==> src/rtl/pb_conditioner_if.sv <==
// Pushbutton conditioner bus: raw button lines in, debounced key events out.
interface pb_conditioner_if #(
  parameter int NKEYS = 21
);
  logic [NKEYS-1:0] pb;
  logic [4:0]       code;
  logic             strobe;
  logic             held;
  logic             step;
  logic             clr;

  modport master (output pb, input code, strobe, held, step, clr);
  modport slave  (input pb, output code, strobe, held, step, clr);
endinterface

==> src/rtl/pb_conditioner.sv <==
// Synchronizes, debounces and priority-encodes the pushbutton bus, emitting one
// strobe per accepted press (plus optional auto-repeat) and step/clr decodes.
module pb_conditioner #(
  parameter int NKEYS     = 21,
  parameter int DEBOUNCE  = 3,
  parameter int RPT_EN    = 1,
  parameter int RPT_DELAY = 50,
  parameter int RPT_RATE  = 10
) (
  input  logic            hz100,
  input  logic            reset_n,
  pb_conditioner_if.slave bus
);

  localparam int CNT_W = (DEBOUNCE > 63) ? $clog2(DEBOUNCE + 1) : 6;
  typedef logic [CNT_W-1:0] cnt_t;
  localparam cnt_t       DEB_C        = cnt_t'(DEBOUNCE);
  localparam logic [7:0] RPT_DELAY_C  = 8'(RPT_DELAY);
  localparam logic [7:0] RPT_RELOAD_C = 8'(RPT_DELAY - RPT_RATE);

  typedef enum logic [1:0] {IDLE, ARM, PRESS, REL} state_t;

  function automatic logic [4:0] hi_index(input logic [NKEYS-1:0] v);
    logic [4:0] idx;
    idx = '0;
    for (int i = 0; i < NKEYS; i++)
      if (v[i]) idx = 5'(i);
    return idx;
  endfunction

  // Stage p0/p1: two-flop synchronizer on the raw buttons
  logic [NKEYS-1:0] pb_p0_q, pb_p1_q;

  always_ff @(posedge hz100 or negedge reset_n) begin
    if (!reset_n) begin
      pb_p0_q <= '0;
      pb_p1_q <= '0;
    end else begin
      pb_p0_q <= bus.pb;
      pb_p1_q <= pb_p0_q;
    end
  end

  logic       any;
  logic [4:0] enc;

  assign any = |pb_p1_q;
  assign enc = hi_index(pb_p1_q);

  // Stage p2: debounce/repeat state machine with registered outputs
  state_t     state_q, state_d;
  cnt_t       cnt_q, cnt_d;
  logic [4:0] cand_q, cand_d;
  logic [7:0] rcnt_q, rcnt_d;
  logic [4:0] code_q, code_d;
  logic       strobe_q, strobe_d;
  logic       held_q, held_d;
  logic       step_q, step_d;
  logic       clr_q, clr_d;

  always_comb begin
    state_d  = state_q;
    cnt_d    = cnt_q;
    cand_d   = cand_q;
    rcnt_d   = rcnt_q;
    code_d   = code_q;
    held_d   = held_q;
    strobe_d = 1'b0;
    case (state_q)
      IDLE: begin
        if (any) begin
          state_d = ARM;
          cand_d  = enc;
          cnt_d   = cnt_t'(1);
        end
      end
      ARM: begin
        if (!any) begin
          state_d = IDLE;
        end else if (enc != cand_q) begin
          cand_d = enc;
          cnt_d  = cnt_t'(1);
        end else if (cnt_q == DEB_C) begin
          state_d  = PRESS;
          code_d   = cand_q;
          strobe_d = 1'b1;
          held_d   = 1'b1;
          rcnt_d   = '0;
        end else begin
          cnt_d = cnt_q + 1'b1;
        end
      end
      PRESS: begin
        // Other keys arriving while held are ignored until a full release.
        if (!any) begin
          state_d = REL;
          cnt_d   = cnt_t'(1);
        end else if (RPT_EN != 0) begin
          if (rcnt_q + 8'd1 == RPT_DELAY_C) begin
            strobe_d = 1'b1;
            rcnt_d   = RPT_RELOAD_C;
          end else begin
            rcnt_d = rcnt_q + 8'd1;
          end
        end
      end
      REL: begin
        // A bounce back to pressed resumes the hold; repeat timing is kept.
        if (any) begin
          state_d = PRESS;
        end else if (cnt_q == DEB_C) begin
          state_d = IDLE;
          held_d  = 1'b0;
        end else begin
          cnt_d = cnt_q + 1'b1;
        end
      end
      default: state_d = IDLE;
    endcase
    step_d = strobe_d && (code_d == 5'd0);
    clr_d  = strobe_d && (code_d == 5'd1);
  end

  always_ff @(posedge hz100 or negedge reset_n) begin
    if (!reset_n) begin
      state_q  <= IDLE;
      cnt_q    <= '0;
      cand_q   <= '0;
      rcnt_q   <= '0;
      code_q   <= '0;
      strobe_q <= 1'b0;
      held_q   <= 1'b0;
      step_q   <= 1'b0;
      clr_q    <= 1'b0;
    end else begin
      state_q  <= state_d;
      cnt_q    <= cnt_d;
      cand_q   <= cand_d;
      rcnt_q   <= rcnt_d;
      code_q   <= code_d;
      strobe_q <= strobe_d;
      held_q   <= held_d;
      step_q   <= step_d;
      clr_q    <= clr_d;
    end
  end

  assign bus.code   = code_q;
  assign bus.strobe = strobe_q;
  assign bus.held   = held_q;
  assign bus.step   = step_q;
  assign bus.clr    = clr_q;

endmodule
==> src/flat_wrapper.sv <==
// flat-port wrapper written by rule: the top's interface ports become plain ports
module pb_conditioner_flat 
#(
  parameter int NKEYS     = 21,
  parameter int DEBOUNCE  = 3,
  parameter int RPT_EN    = 1,
  parameter int RPT_DELAY = 50,
  parameter int RPT_RATE  = 10
)
  (hz100, reset_n, bus_pb, bus_code, bus_strobe, bus_held, bus_step, bus_clr);
  pb_conditioner_if #(.NKEYS(NKEYS)) bus_i ();
  input  logic hz100;
  input  logic reset_n;
  input wire logic [$bits(bus_i.pb)-1:0] bus_pb;
  output wire logic [$bits(bus_i.code)-1:0] bus_code;
  output wire logic [$bits(bus_i.strobe)-1:0] bus_strobe;
  output wire logic [$bits(bus_i.held)-1:0] bus_held;
  output wire logic [$bits(bus_i.step)-1:0] bus_step;
  output wire logic [$bits(bus_i.clr)-1:0] bus_clr;
  assign bus_i.pb = bus_pb;
  assign bus_code = bus_i.code;
  assign bus_strobe = bus_i.strobe;
  assign bus_held = bus_i.held;
  assign bus_step = bus_i.step;
  assign bus_clr = bus_i.clr;
  pb_conditioner #(.NKEYS(NKEYS), .DEBOUNCE(DEBOUNCE), .RPT_EN(RPT_EN), .RPT_DELAY(RPT_DELAY), .RPT_RATE(RPT_RATE)) u_core (.hz100(hz100), .reset_n(reset_n), .bus(bus_i));
endmodule
==> config.mk <==
export PLATFORM = sky130hd
export DESIGN_NAME = pb_conditioner_flat
export DESIGN_NICKNAME = d
export VERILOG_FILES = /design/src/rtl/pb_conditioner_if.sv /design/src/rtl/pb_conditioner.sv /design/src/flat_wrapper.sv
export SDC_FILE = /design/constraint.sdc
export NUM_CORES = 1
export LEC_CHECK = 0
export BUFFER_PORTS_ARGS = -buffer_cell sky130_fd_sc_hd__buf_2
export CAP_MARGIN = 20
export CORE_MARGIN = 2
export CORE_UTILIZATION = 45
export CTS_CLUSTER_SIZE = 12
export DETAILED_ROUTE_END_ITERATION = 12
export GPL_TIMING_DRIVEN = 0
export PLACE_DENSITY = 0.66
export RECOVER_POWER = 100
export REMOVE_ABC_BUFFERS = 1
export SKIP_LAST_GASP = 1
export SYNTH_ARGS = -nofsm -noshare
export SYNTH_HDL_FRONTEND = slang
export SYNTH_SLANG_ARGS = --single-unit
==> constraint.sdc <==
create_clock -name hz100 -period 2.2 [get_ports hz100]
set_input_delay 0.55 -clock hz100 [delete_from_list [all_inputs] [get_ports hz100]]
set_output_delay 0.55 -clock hz100 [all_outputs]
set_load 0.005 [all_outputs]
-- Word level (Yosys, flattened, before mapping)
Index checks and enable logic that the tools add are counted.
- $add $sub $neg: 2
- equal/unequal tests: 19
- multiplexer cells: 61
- reduce and logical (&&, ||, !) cells: 13
- operators by type and width (operator ; number):
    5-bit 2-to-1 mux ; 12
    8-bit 2-to-1 mux ; 5
    6-bit 2-to-1 mux ; 6
    4-bit 2-to-1 mux ; 8
    6-bit case mux with 4 select lines ; 1
    21-bit OR reduction ; 1
    2-bit 2-to-1 mux ; 9
    8-bit case mux with 2 select lines ; 1
    3-bit 2-to-1 mux ; 4
    2-bit by 1-bit inequality test with 1-bit output, second input constant ; 6
    1-bit 2-to-1 mux ; 11
    5-bit case mux with 2 select lines ; 1
    5-bit AND reduction ; 2
    8-bit by 1-bit adder with 8-bit output, second input constant ; 1
    8-bit by 6-bit equality test with 1-bit output, second input constant ; 1
    2-bit case mux with 4 select lines ; 1
    4-bit AND reduction ; 2
    6-bit by 1-bit adder with 6-bit output, second input constant ; 1
    6-bit by 2-bit equality test with 1-bit output, second input constant ; 1
    2-bit inequality test, second input constant ; 3
    3-bit inequality test, second input constant ; 2
    6-bit AND reduction ; 1
    2-bit nonzero test ; 3
    5-bit by 1-bit equality test with 1-bit output, second input constant ; 1
    8 further kinds ; 11
- bits in registers: 72
- output and inout bits: 9

-- Longest topological paths before layout
- depth in word-level cells: 26
- gate-level depth with buffers: 9
- mapped depth without buffers: 8

-- Worst setup path after synthesis
OpenSTA, ideal clock, no wires.
- path type: register to register
- from: register u_core.pb_p1_q[11]
- to: register u_core.cand_q[3]
- arrival: 2241 ps
- required time: 2075 ps
- path slack: -166 ps
- stages on the path, launching flop included: 9
- buffers on the path: 0
- clock period less this slack: 2366 ps
- cells stage by stage: dfrtp_1 > nor4_1 > o31a_1 > nor4_1 > or4_4 > a211oi_4 > and2_4 > a21oi_4 > mux2_4
- cells in the longest elaborated chain, start to end: 13
- RTL lines (element ; RTL line ; text):
    from (decl) ; pb_conditioner.sv:32 ; logic [NKEYS-1:0] pb_p0_q, pb_p1_q;
    from (signal assigned) ; pb_conditioner.sv:40 ; pb_p1_q <= pb_p0_q;
    4-bit 2-to-1 mux (5 in series) ; pb_conditioner.sv:27 ; if (v[i]) idx = 5'(i);
    5-bit 2-to-1 mux (5 in series) ; pb_conditioner.sv:27 ;
    5-bit inequality test or 5-bit 2-to-1 mux (tied branches) ; pb_conditioner.sv:80 ; end else if (enc != cand_q) begin
    2-bit by 1-bit inequality test with 1-bit output (no source line) or 5-bit 2-to-1 mux (tied branches) ; -- ;
    4-bit AND reduction (no source line) or 5-bit case mux with 2 select lines (tied branches) ; -- ;
    to (signal assigned) ; pb_conditioner.sv:138 ; cand_q <= cand_d;
    to (decl) ; pb_conditioner.sv:53 ; logic [4:0] cand_q, cand_d;
Several ways; a longest one is shown, not always the timed one. The select of a mux whose other input is x is not followed.
A chain may end at the register's enable or synchronous reset.

-- Worst setup path in the final report
- from: register u_core.pb_p1_q[10]
- to: register u_core.cand_q[4]
- cells in the longest elaborated chain, start to end: 14
- RTL lines (element ; RTL line):
    4-bit 2-to-1 mux (6 in series) ; pb_conditioner.sv:27
    5-bit 2-to-1 mux (5 in series) ; pb_conditioner.sv:27
    5-bit inequality test ; pb_conditioner.sv:80
    2-bit by 1-bit inequality test with 1-bit output (no source line) ; --
    4-bit AND reduction (no source line) (*) ; --
Every way passes the cells marked *; elsewhere a longest branch is shown, timed or not.

==> impl_metrics.xml <==
<?xml version="1.0" encoding="UTF-8"?>
<metrics>
  <group name="critical_path">
    <metric name="series_of_cell_instances_along_the_critical_path" unit="">nor4_2 -&gt; o31a_1 -&gt; nor4_2 -&gt; or4_4 -&gt; a211oi_4 -&gt; buf_12 -&gt; and2_4 -&gt; a21oi_4 -&gt; mux2_4</metric>
    <metric name="worst-endpoint-required" unit="ps">2430</metric>
    <metric name="critical-path-top-cell-by-count" unit="">nor4_2</metric>
    <metric name="critPathLaunch" unit="">u_core.pb_p1_q[10]$_DFF_PN0_</metric>
    <metric name="critPathMaxFanout" unit="">6</metric>
    <metric name="worst_setup_path_start_kind" unit="">flip-flop</metric>
    <metric name="max_stage_delay" unit="ps">430</metric>
    <metric name="critPathKind" unit="">reg -&gt; reg</metric>
    <metric name="rr_startpoint" unit="">u_core.pb_p1_q[10]$_DFF_PN0_</metric>
    <metric name="critPathSlowestCell" unit="">or4_4</metric>
    <metric name="critical_path.endpoint_type" unit="">flip-flop</metric>
    <metric name="worst-endpoint-arrival" unit="ps">2750</metric>
  </group>
  <group name="cells_and_area">
    <metric name="finalCoreUtilization" unit="%">62.4</metric>
    <metric name="areaGrowthSynthToFinish" unit="%">35.4</metric>
    <metric name="nNetsFinal" unit="">356</metric>
    <metric name="drive_above_1_share" unit="%">42.3</metric>
    <metric name="antenna-diode-count" unit="">0</metric>
  </group>
  <group name="placed_design">
    <metric name="place.gp.congestion" unit="">0.808</metric>
    <metric name="numPortBuffers" unit="">31</metric>
    <metric name="dp_hpwl" unit="um">3490</metric>
  </group>
  <group name="clocking">
    <metric name="clkLatencyLatePin" unit="ps">350</metric>
    <metric name="clock-sinks" unit="">72</metric>
    <metric name="numCtsBuffers" unit="">9</metric>
    <metric name="max-clock-path-buffers" unit="">2</metric>
    <metric name="cts_tree" unit="">done</metric>
    <metric name="cts-htree-levels" unit="">3</metric>
    <metric name="hold_buffers" unit="">0</metric>
    <metric name="cts_root_cell" unit="">clkbuf_8</metric>
    <metric name="path_clk_slew" unit="ps">80</metric>
  </group>
  <group name="global_routing">
    <metric name="grt_pass1_vias" unit="">2164</metric>
    <metric name="grt_pass1_wl" unit="um">9850</metric>
    <metric name="grt_antenna_before_repair" unit="">0</metric>
    <metric name="grt.total_usage" unit="%">16.8</metric>
    <metric name="grt_max_degree" unit="">73</metric>
    <metric name="overflow" unit="">0</metric>
  </group>
  <group name="sta">
    <metric name="clock-skew-final" unit="ps">16.7</metric>
    <metric name="finalHoldViolations" unit="">0</metric>
    <metric name="worst_pin_slew" unit="ps">1680</metric>
    <metric name="ratio_of_final_minimum_period_to_clock_period" unit="%">115</metric>
    <metric name="setup_repair_after_global_routing_missed_its_margin" unit="">true</metric>
    <metric name="relSlewSlack" unit="%">-11.9</metric>
    <metric name="layout_min_cycle_time" unit="ps">2520</metric>
    <metric name="total_of_endpoints_with_negative_setup_slack_in_the_final_report" unit="">29</metric>
    <metric name="finalWorstSetupSlack" unit="ps">-325</metric>
    <metric name="timing.setup.tns" unit="ps">-6880</metric>
    <metric name="report.final.slew_viol_count" unit="">73</metric>
    <metric name="achievable-frequency" unit="MHz">396</metric>
  </group>
  <group name="routing">
    <metric name="drt_first_pass_iters" unit="">4</metric>
    <metric name="routed-via-count" unit="">2243</metric>
    <metric name="routed_wire_length_per_instance" unit="um">14.9</metric>
    <metric name="finalWirelength" unit="um">6140</metric>
    <metric name="final_antenna_net_count" unit="">0</metric>
    <metric name="detail_route.vias_per_cell" unit="">5.46</metric>
    <metric name="drt_first_iter_violations" unit="">129</metric>
    <metric name="drc_errors" unit="">0</metric>
  </group>
  <group name="worst_hold_path">
    <metric name="hold_path_startpoint" unit="">bus_pb[17]</metric>
    <metric name="worstHoldPathType" unit="">in -&gt; reg</metric>
  </group>
  <group name="power">
    <metric name="power-per-cell-area" unit="nW/um2">1050</metric>
    <metric name="p_int" unit="mW">2.96</metric>
    <metric name="power.share.switching" unit="%">32.8</metric>
    <metric name="p_sw" unit="mW">1.45</metric>
    <metric name="worst_voltage_drop_across_the_vdd_grid" unit="mV">0.769</metric>
    <metric name="pwr-share-seq" unit="%">38.3</metric>
    <metric name="comb_power_share" unit="%">32.3</metric>
    <metric name="leakagePower" unit="nW">1.78</metric>
    <metric name="pwr-share-clk" unit="%">29.4</metric>
  </group>
  <group name="synthesis">
    <metric name="synth_top_area_share" unit="%">58.2</metric>
    <metric name="postSynthCellCount" unit="">262</metric>
    <metric name="synth_enable_flop_cells" unit="">0</metric>
    <metric name="ys_types" unit="">59</metric>
    <metric name="synth-main-ff-cell" unit="">dfrtp_1</metric>
    <metric name="combined_area_of_all_synthesized_cells" unit="um2">3100</metric>
    <metric name="async_reset_ff_share" unit="%">100</metric>
    <metric name="top_post_synthesis_cells_by_area" unit="">dfrtp_1 58%, ha_1 2.8%, o21ai_0 2.3%</metric>
    <metric name="synth_warnings" unit="">0</metric>
    <metric name="synth.largest_area_cell" unit="">dfrtp_1</metric>
    <metric name="sequential_area_share_after_synthesis" unit="%">58.2</metric>
    <metric name="syn_avg_cell_area" unit="um2">11.8</metric>
    <metric name="ys_ff_latch" unit="">72</metric>
  </group>
  <group name="die">
    <metric name="fp.dieH" unit="um">87.0</metric>
    <metric name="rows" unit="">30</metric>
    <metric name="die_area" unit="um2">7560</metric>
    <metric name="ios" unit="">32</metric>
    <metric name="design.core.area" unit="um2">6720</metric>
    <metric name="initial_utilization" unit="%">46.1</metric>
    <metric name="die_w" unit="um">87.0</metric>
  </group>
  <group name="run_status">
    <metric name="run_status" unit="">finished with violations</metric>
    <metric name="failed_checks" unit="">max-capacitance violations, max-slew violations, negative setup slack</metric>
  </group>
  <group name="run">
    <metric name="maxCapViolCount" unit="">1</metric>
  </group>
</metrics>
==> through the flow <==
stage          cell area (um2)  hold WS [ps]  power (mW)  instances  setup slack (ps)
2_1_floorplan             3070           254        2.34        258              -367
3_3_place_gp              3330           333        2.56        369              -830
3_5_place_dp              3340           335        2.59        370              -876
4_1_cts                   4010           293        4.25        405              -234
5_1_grt                   4190           287        4.66        411              -408
6_report                  4190           311        4.41        411              -325
==> synthesized netlist by cell type, types with 3 or more instances <==
cell type / instances
o21ai_0: 14
nor2b_1: 4
a21o_1: 3
a21oi_1: 7
a211oi_1: 3
o21ai_1: 6
ha_1: 7
nand2_1: 12
o31ai_1: 5
dfrtp_1: 72
nand3_1: 7
mux2_2: 3
and3_1: 6
nor3_1: 11
nor4_1: 10
inv_1: 14
nor2_1: 12
xnor2_1: 3
mux2i_1: 5
a31oi_1: 6
nand2b_1: 3
==> final timing paths <==
kind / endpoint / slack, ps / cells past startpoint
max: u_core.cand_q[4]$_DFFE_PN0P_ / -320 / 9
min: u_core.pb_p0_q[17]$_DFF_PN0_ / 310 / 1
max reg2reg: u_core.cand_q[4]$_DFFE_PN0P_ / -320 / 9
min reg2reg: u_core.pb_p1_q[6]$_DFF_PN0_ / 330 / 0
max in group asynchronous: u_core.pb_p1_q[11]$_DFF_PN0_ / 440 / 1
min in group asynchronous: u_core.rcnt_q[6]$_DFFE_PN0P_ / 630 / 1
==> power groups by stage <==
| stage | Sequential, mW | Clock [mW] | Combinational (mW) |
|---|---|---|---|
| after floorplan | 1.65 | 0 | 0.688 |
| after global placement | 1.68 | 0 | 0.880 |
| after detailed placement | 1.69 | 0 | 0.901 |
| after CTS | 1.68 | 1.33 | 1.25 |
| after global routing | 1.72 | 1.39 | 1.55 |
| final | 1.69 | 1.30 | 1.42 |
==> registers in the layout, summed over array words and instances (netlist names), named ones only <==
| name | cells |
|---|---|
| u_core.bus.clr | 1 |
| u_core.bus.held | 1 |
| u_core.cnt_q | 6 |
| u_core.cand_q | 5 |
| u_core.pb_p0_q | 21 |
| u_core.bus.code | 5 |
| u_core.rcnt_q | 8 |
| u_core.bus.step | 1 |
| u_core.pb_p1_q | 21 |
| u_core.bus.strobe | 1 |
| u_core.state_q | 1 |
==> cell type report <==
class | count | area, um2
fillers | 514 | 2520
flip-flops and latches | 72 | 1810
multi-input cells | 172 | 1590
repair buffers | 57 | 387
clock buffers | 10 | 138
clock inverters | 6 | 115
well taps | 80 | 100
inverters | 14 | 52.6
==> repair_timing <==
item	4_1_cts	5_1_grt
pin swaps	25	17
endpoints found under the hold margin	0	0
endpoints found under the setup margin	30	30
gates resized for setup	57	28
buffers inserted	19	6
==> worst max-delay path, delay by kind of cell (launching register included) <==
| kind | cells | cell delay (ps) |
|---|---|---|
| multiplexers | 1 | 320 |
| AND/OR/NAND/NOR | 4 | 970 |
| buffers and inverters | 1 | 170 |
| flip-flops | 1 | 390 |
| AO/OA/AOI/OAI | 3 | 560 |
==> cell usage in the layout (no fill, tap or decap), types with 7 or more instances in the layout <==
master / Yosys / routed
buf_2: 2 / 26
nand2_1: 12 / 9
nor2_1: 12 / 12
o21ai_1: 6 / 8
dfrtp_1: 72 / 67
nand3_1: 7 / 7
buf_4: 0 / 16
inv_1: 14 / 14
ha_1: 7 / 7
clkbuf_8: 0 / 10
==> logic make-up after synthesis <==
logic type	synth area share, %
AND/OR/NAND/NOR	16.0
flip-flops	58.2
AO/OA/AOI/OAI	15.2
buffers and inverters	2.50
multiplexers	3.68
adder cells (fa/ha/maj)	2.83
XOR/XNOR	1.66
==> layer usage <==
metal  vias to the layer above  track usage, %  routed length (um)
li1                       1082               -                   -
met1                      1095            21.1                2620
met2                        54            26.8                3130
met3                        12            5.02                 267
met4                         0            7.81                 114
met5                         -               0                   0
Note: power is estimated with default switching activity, not from simulation.
